$ cat config.mk
export PLATFORM = sky130hd
export DESIGN_NAME = corescore_uart_tx
export DESIGN_NICKNAME = d
export VERILOG_FILES = /design/src/rtl/corescore_uart_pkg.sv /design/src/rtl/corescore_baud_gen.sv /design/src/rtl/corescore_uart_tx.sv
export SDC_FILE = /design/constraint.sdc
export NUM_CORES = 1
export LEC_CHECK = 0
export BUFFER_PORTS_ARGS = -buffer_cell sky130_fd_sc_hd__buf_2
export CORE_ASPECT_RATIO = 1.2
export CORE_UTILIZATION = 50
export CTS_CLUSTER_DIAMETER = 40
export DETAILED_ROUTE_END_ITERATION = 10
export PLACE_DENSITY_LB_ADDON = 0.12
export REMOVE_ABC_BUFFERS = 1
export SYNTH_ARGS = -nofsm -noshare
export SYNTH_HDL_FRONTEND = slang
export SYNTH_SLANG_ARGS = --single-unit
export TNS_END_PERCENT = 5
$ cat constraint.sdc
create_clock -name i_clk -period 2.8 [get_ports i_clk]
set_clock_uncertainty 0.05 [all_clocks]
set_input_delay 0.14 -clock i_clk [delete_from_list [all_inputs] [get_ports i_clk]]
set_output_delay 0.14 -clock i_clk [all_outputs]
set_load 0.01 [all_outputs]
$ cat src/rtl/corescore_uart_pkg.sv
// rtl/corescore_uart_pkg.sv - shared types and constants for the CoreScore UART transmitter
// Optional feature macro: CORESCORE_UART_PARITY_EN (adds an odd-parity bit, 8O1 framing)
package corescore_uart_pkg;

  typedef enum logic [2:0] {
    IDLE   = 3'd0,
    START  = 3'd1,
    DATA   = 3'd2,
    PARITY = 3'd3,
    STOP   = 3'd4
  } uart_state_t;

  localparam int DATA_BITS = 8;

`ifdef CORESCORE_UART_PARITY_EN
  localparam int FRAME_BITS = 11;
`else
  localparam int FRAME_BITS = 10;
`endif

  // Clock cycles per bit; floor division, callers must keep the result >= 2.
  function automatic int calc_div(input int clk_hz, input int baud);
    return clk_hz / baud;
  endfunction

endpackage

$ cat src/rtl/corescore_baud_gen.sv
// rtl/corescore_baud_gen.sv - bit-period counter with restart, ticks on the last cycle of each bit
module corescore_baud_gen #(
  parameter int DIV = 8
) (
  input  logic i_clk,
  input  logic i_rst,
  input  logic i_restart,
  output logic o_bit_end
);

  localparam int W = (DIV > 1) ? $clog2(DIV) : 1;
  localparam logic [W-1:0] LAST = W'(DIV - 1);

  logic [W-1:0] cnt_q;

  assign o_bit_end = (cnt_q == LAST);

  // Count 0..DIV-1 within a bit; held at zero while restarted so a new state starts a fresh bit.
  always_ff @(posedge i_clk) begin
    if (i_rst || i_restart) begin
      cnt_q <= '0;
    end else if (o_bit_end) begin
      cnt_q <= '0;
    end else begin
      cnt_q <= cnt_q + 1'b1;
    end
  end

endmodule

$ cat src/rtl/corescore_uart_tx.sv
// rtl/corescore_uart_tx.sv - byte stream to UART serialiser with end-of-message strobe
// Optional feature macro: CORESCORE_UART_PARITY_EN (odd parity bit between data and stop)
module corescore_uart_tx
  import corescore_uart_pkg::*;
#(
  parameter int CLK_FREQ_HZ = 16_000_000,
  parameter int BAUD        = 57_600
) (
  input  logic       i_clk,
  input  logic       i_rst,
  input  logic [7:0] i_tdata,
  input  logic       i_tlast,
  input  logic       i_tvalid,
  output logic       o_tready,
  output logic       o_uart_tx,
  output logic       o_busy,
  output logic       o_msg_done
);

  localparam int DIV = calc_div(CLK_FREQ_HZ, BAUD);
  localparam logic [2:0] LAST_BIT = 3'(DATA_BITS - 1);

  uart_state_t state_q;
  logic [2:0]  bit_cnt_q;
  logic [7:0]  shift_q;
  logic        tlast_q;
  logic        tx_q;
  logic        busy_q;
  logic        done_q;
`ifdef CORESCORE_UART_PARITY_EN
  logic        parity_q;
`endif
  logic        bit_end;
  logic        baud_restart;

  // The baud counter idles at zero, so the first START cycle is count 0.
  assign baud_restart = (state_q == IDLE);

  corescore_baud_gen #(
    .DIV(DIV)
  ) u_baud_gen (
    .i_clk     (i_clk),
    .i_rst     (i_rst),
    .i_restart (baud_restart),
    .o_bit_end (bit_end)
  );

  // Ready depends only on the registered state and reset, never on tvalid.
  assign o_tready   = (state_q == IDLE) && !i_rst;
  assign o_uart_tx  = tx_q;
  assign o_busy     = busy_q;
  assign o_msg_done = done_q;

  // Frame sequencer: every output is registered and updated together with the state.
  always_ff @(posedge i_clk) begin
    if (i_rst) begin
      state_q   <= IDLE;
      bit_cnt_q <= '0;
      shift_q   <= '0;
      tlast_q   <= 1'b0;
      tx_q      <= 1'b1;
      busy_q    <= 1'b0;
      done_q    <= 1'b0;
`ifdef CORESCORE_UART_PARITY_EN
      parity_q  <= 1'b0;
`endif
    end else begin
      done_q <= 1'b0;
      case (state_q)
        IDLE: begin
          if (i_tvalid) begin
            shift_q   <= i_tdata;
            tlast_q   <= i_tlast;
`ifdef CORESCORE_UART_PARITY_EN
            parity_q  <= ~^i_tdata;
`endif
            state_q   <= START;
            tx_q      <= 1'b0;
            busy_q    <= 1'b1;
          end
        end
        START: begin
          if (bit_end) begin
            state_q   <= DATA;
            bit_cnt_q <= '0;
            tx_q      <= shift_q[0];
          end
        end
        DATA: begin
          if (bit_end) begin
            if (bit_cnt_q == LAST_BIT) begin
`ifdef CORESCORE_UART_PARITY_EN
              state_q <= PARITY;
              tx_q    <= parity_q;
`else
              state_q <= STOP;
              tx_q    <= 1'b1;
`endif
            end else begin
              // Shift right so the next data bit is always at position 1 before it is sent.
              bit_cnt_q <= bit_cnt_q + 3'd1;
              shift_q   <= {1'b0, shift_q[7:1]};
              tx_q      <= shift_q[1];
            end
          end
        end
`ifdef CORESCORE_UART_PARITY_EN
        PARITY: begin
          if (bit_end) begin
            state_q <= STOP;
            tx_q    <= 1'b1;
          end
        end
`endif
        STOP: begin
          if (bit_end) begin
            state_q <= IDLE;
            tx_q    <= 1'b1;
            busy_q  <= 1'b0;
            done_q  <= tlast_q;
          end
        end
        default: begin
          state_q <= IDLE;
          tx_q    <= 1'b1;
          busy_q  <= 1'b0;
        end
      endcase
    end
  end

endmodule
==> impl_results.md <==
- Syn avg cell area: between 8 and 9 um2
- F_max: around 0.5 GHz
- Int Pwr: ~490 uW
- FF+latch count, synth: 27
- RSZ-0062 raised after global routing: false
- Hold path endpoint: shift_q[7]$_SDFFE_PP0P_
- Nets: between 150 and 200
- CTS root buf: clkbuf_4
- Total track usage: between 10% and 20%
- Layout area overhead: 8.14%
- Asr flop ratio synth: 0%
- Worst min path class: input pin to flip-flop
- Mapped Cells: about 160
- Combinational share of power: between 10% and 20%
- Sequential Power Share: ~63%
- Largest net degree at the start of global routing: 21
- CTS Buf Count: 3
- Worst r2r src: state_q[1]$_SDFFE_PP0P_
- Max Slew Vio Count: 0
- Drt pass-1 iters: 4
- DP HPWL: about 1.8 mm
- Ys Warns: 0
- Busiest grt layer: met2
- Post-synthesis sequential area ratio: around two fifths
- Mapped Area: 1400 um2
- Min-delay src: i_tdata[7]
- H-tree Lvls: 1
- Max-Cap Viols: 0
- FF-to-FF path depth: 4
- Areal power density over the cells: between 400 and 500 nW/um2
- Met1 Usage GRT: approximately 22%
- Critical path launch point type: flip-flop
- VDD IR max: 0.255 mV
- Final Cycle Share: between 70% and 80%
- CTS tree: yes
- Clock share of power: 25.4%
- # rows: 20
- Chip width: ~50 um
- Final TNS setup: 0 ns
- Main synth FF type: dfxtp_1
- Setup Crit Path Kind: flip-flop to flip-flop
- Core area: 2600 um2
- Met2 GRT Util: approximately 34%
- CP arrival: between 2 and 2.5 ns
- Die height: between 50 and 60 um
- Antenna cells: 0
- Fill cells: 253
- Drt wl/cell: about 13 um
- R2R Setup Slk: 0.76 ns
- Initial antenna violation count: 0
- 1st-iter DRT viols: 20
- Clk buf depth: 2
- Initial Utilization: between 50% and 60%
- Port Buffer Count: 15
- Final Critical Period: 2.04 ns
- Final hold slack: ~0.055 ns
- Via count: approximately 1,100
- Total Routed Length: about 2.5 mm
- Status: finished clean
- Die ar.: 3010 um2
- Endpoint type of the worst setup path: flip-flop
- Worst-Margin Slew: 0.554 ns
- Final setup fails: 0
- Max Fanout on Critical Path: 18
- Sw power: about 160 uW
- FF-to-FF End: bit_cnt_q[0]$_SDFFE_PP0P_
- Max-slew headroom: 63.0%
- Leak pwr: about 0.00052 uW
- EDFF count, synth: 0
- TritonCTS Sinks: 27
- Hold Violations, Final: 0
- Remaining antenna violation count: 0
- Post-cts gate resize count: 0
- Critical Path RT: approximately 3 ns
- Grt ovf: 0
- Vias in the first global route: between 1,000 and 1,500
- Clock latency at the later pin of the worst-skew pair: 0.32 ns
- First-pass GRT wire length: between 4 and 5 mm
- Grt met3 use: approximately 2.3%
- Sw Share: around 25%
- GPL Wtd Cong: between 0.7 and 0.8
- Hold depth: 3
- Avg Vias per Cell: around 5.6
- Post-route DRC: 0
- Clock slew at reported path FFs: about 0.14 ns
- Share of cells above drive strength 1: a little over 20%
- Synth cell types: 39
- Io pins: 16
==> cell families after synthesis <==
| kind of cell | count (synthesis) | synth area share (%) |
|---|---|---|
| adders and majority gates | 4 | 3.58 |
| xor gates and xnor gates | 7 | 4.38 |
| DFF | 27 | 38.6 |
| muxes | 8 | 5.72 |
| buffers and inverters | 15 | 5.28 |
| AOI/OAI and AO/OA | 33 | 19.0 |
| and+or+nand+nor | 63 | 23.4 |
==> cells in the mapped netlist (all sizes together), types with 3 or more instances <==
cell type	count	share of area [%]
ha	4	3.6
a211oi	9	7.3
nor3	8	2.9
o21ai	3	1.1
buf	6	2.9
inv	6	1.6
dfxtp	27	39
xnor2	5	3.1
nor2	18	4.8
nand3	6	2.1
mux2i	8	5.7
clkbuf	3	0.80
a21oi	14	5.0
nand2	13	3.5
or2	3	1.3
==> through the flow <==
stage               util [%]  std cells  worst slack, ns  instance area (um2)  power, uW
finish                  58.1        202            0.755                 1510        652
global route            58.1        202            0.605                 1510        677
CTS                     58.1        202            0.752                 1510        657
detailed placement      56.7        197            0.787                 1480        493
global placement        56.7        197            0.867                 1480        491
floorplan                  -        148            0.497                 1350        466
==> state kept, by name, indices dropped and copies added, names as in the netlist <==
signal and count:
u_baud_gen.cnt_q 9, shift_q 8, bit_cnt_q 3, state_q 3, o_busy 1, o_msg_done 1
o_uart_tx 1, tlast_q 1
==> how the worst max path moves through the flow <==
| stage | startpoint | end | cells past startpoint |
|---|---|---|---|
| finish | state_q[1]$_SDFFE_PP0P_ | bit_cnt_q[0]$_SDFFE_PP0P_ | 4 |
| global route | state_q[1]$_SDFFE_PP0P_ | bit_cnt_q[0]$_SDFFE_PP0P_ | 4 |
| CTS | state_q[1]$_SDFFE_PP0P_ | bit_cnt_q[0]$_SDFFE_PP0P_ | 4 |
| detailed placement | state_q[1]$_SDFFE_PP0P_ | bit_cnt_q[0]$_SDFFE_PP0P_ | 4 |
| global placement | state_q[1]$_SDFFE_PP0P_ | bit_cnt_q[0]$_SDFFE_PP0P_ | 4 |
| floorplan | state_q[1]$_SDFFE_PP0P_ | bit_cnt_q[0]$_SDFFE_PP0P_ | 3 |
==> power by group through the flow <==
stage               Combinational, uW  Clock [uW]  Sequential [uW]
floorplan                        47.6           0              418
CTS                              75.1         171              411
detailed placement               73.7           0              420
finish                           74.9         165              412
global route                     82.5         180              414
global placement                 72.2           0              419
==> area by class of cell <==
cell class | count | area (um2) | share of cell area (%)
Multi-Input combinational cell | 115 | 790 | 52.2
Tap cell | 33 | 41.3 | 2.73
Timing Repair Buffer | 17 | 92.6 | 6.12
Clock buffer | 4 | 26.3 | 1.74
Sequential cell | 27 | 541 | 35.7
Inverter | 6 | 22.5 | 1.49
==> per-layer routing <==
metal / wire, um / part of all wire, % / vias up
li1: - / - / 576
met4: 29 / 1.1 / 0
met3: 64 / 2.5 / 4
met1: 1200 / 47 / 527
met5: 0 / 0 / -
met2: 1240 / 49 / 17
==> critical path: stages (launching register included) <==
cell and delay, ns:
dfxtp_1 0.70, nor3b_2 0.50, buf_4 0.24, or3b_1 0.35
a21oi_1 0.14
==> cells in the final DEF (no fill, tap or decap), drive strengths merged <==
| cell | netlist | layout |
|---|---|---|
| a41o | 1 | 1 |
| xnor2 | 5 | 5 |
| nand4 | 2 | 2 |
| dfxtp | 27 | 27 |
| and2 | 2 | 2 |
| and4bb | 2 | 2 |
| xor2 | 2 | 2 |
| clkbuf | 3 | 4 |
| a21o | 1 | 1 |
| o211ai | 1 | 1 |
| nor3b | 2 | 2 |
| buf | 6 | 16 |
| or3b | 1 | 1 |
| o32a | 1 | 1 |
| a21oi | 14 | 14 |
| nor2b | 2 | 2 |
| nand4b | 1 | 1 |
| or2 | 3 | 3 |
| mux2i | 8 | 8 |
| inv | 6 | 6 |
| dlygate4sd3 | 0 | 1 |
| or3 | 2 | 2 |
| o2111ai | 1 | 1 |
| a2111oi | 1 | 1 |
| nand2b | 1 | 1 |
| a21boi | 1 | 1 |
| nand3 | 6 | 6 |
| nand2 | 13 | 13 |
| a211oi | 9 | 9 |
| o21ai | 3 | 3 |
| nor3 | 8 | 8 |
| nor2 | 18 | 18 |
| ha | 4 | 4 |
==> repair_timing <==
| action | 4_1_cts | 5_1_grt |
|---|---|---|
| buffers inserted | 0 | 0 |
| endpoints found under the hold margin | 1 | 0 |
| hold buffers | 1 | 0 |
Note: power is estimated with default switching activity, not from simulation.
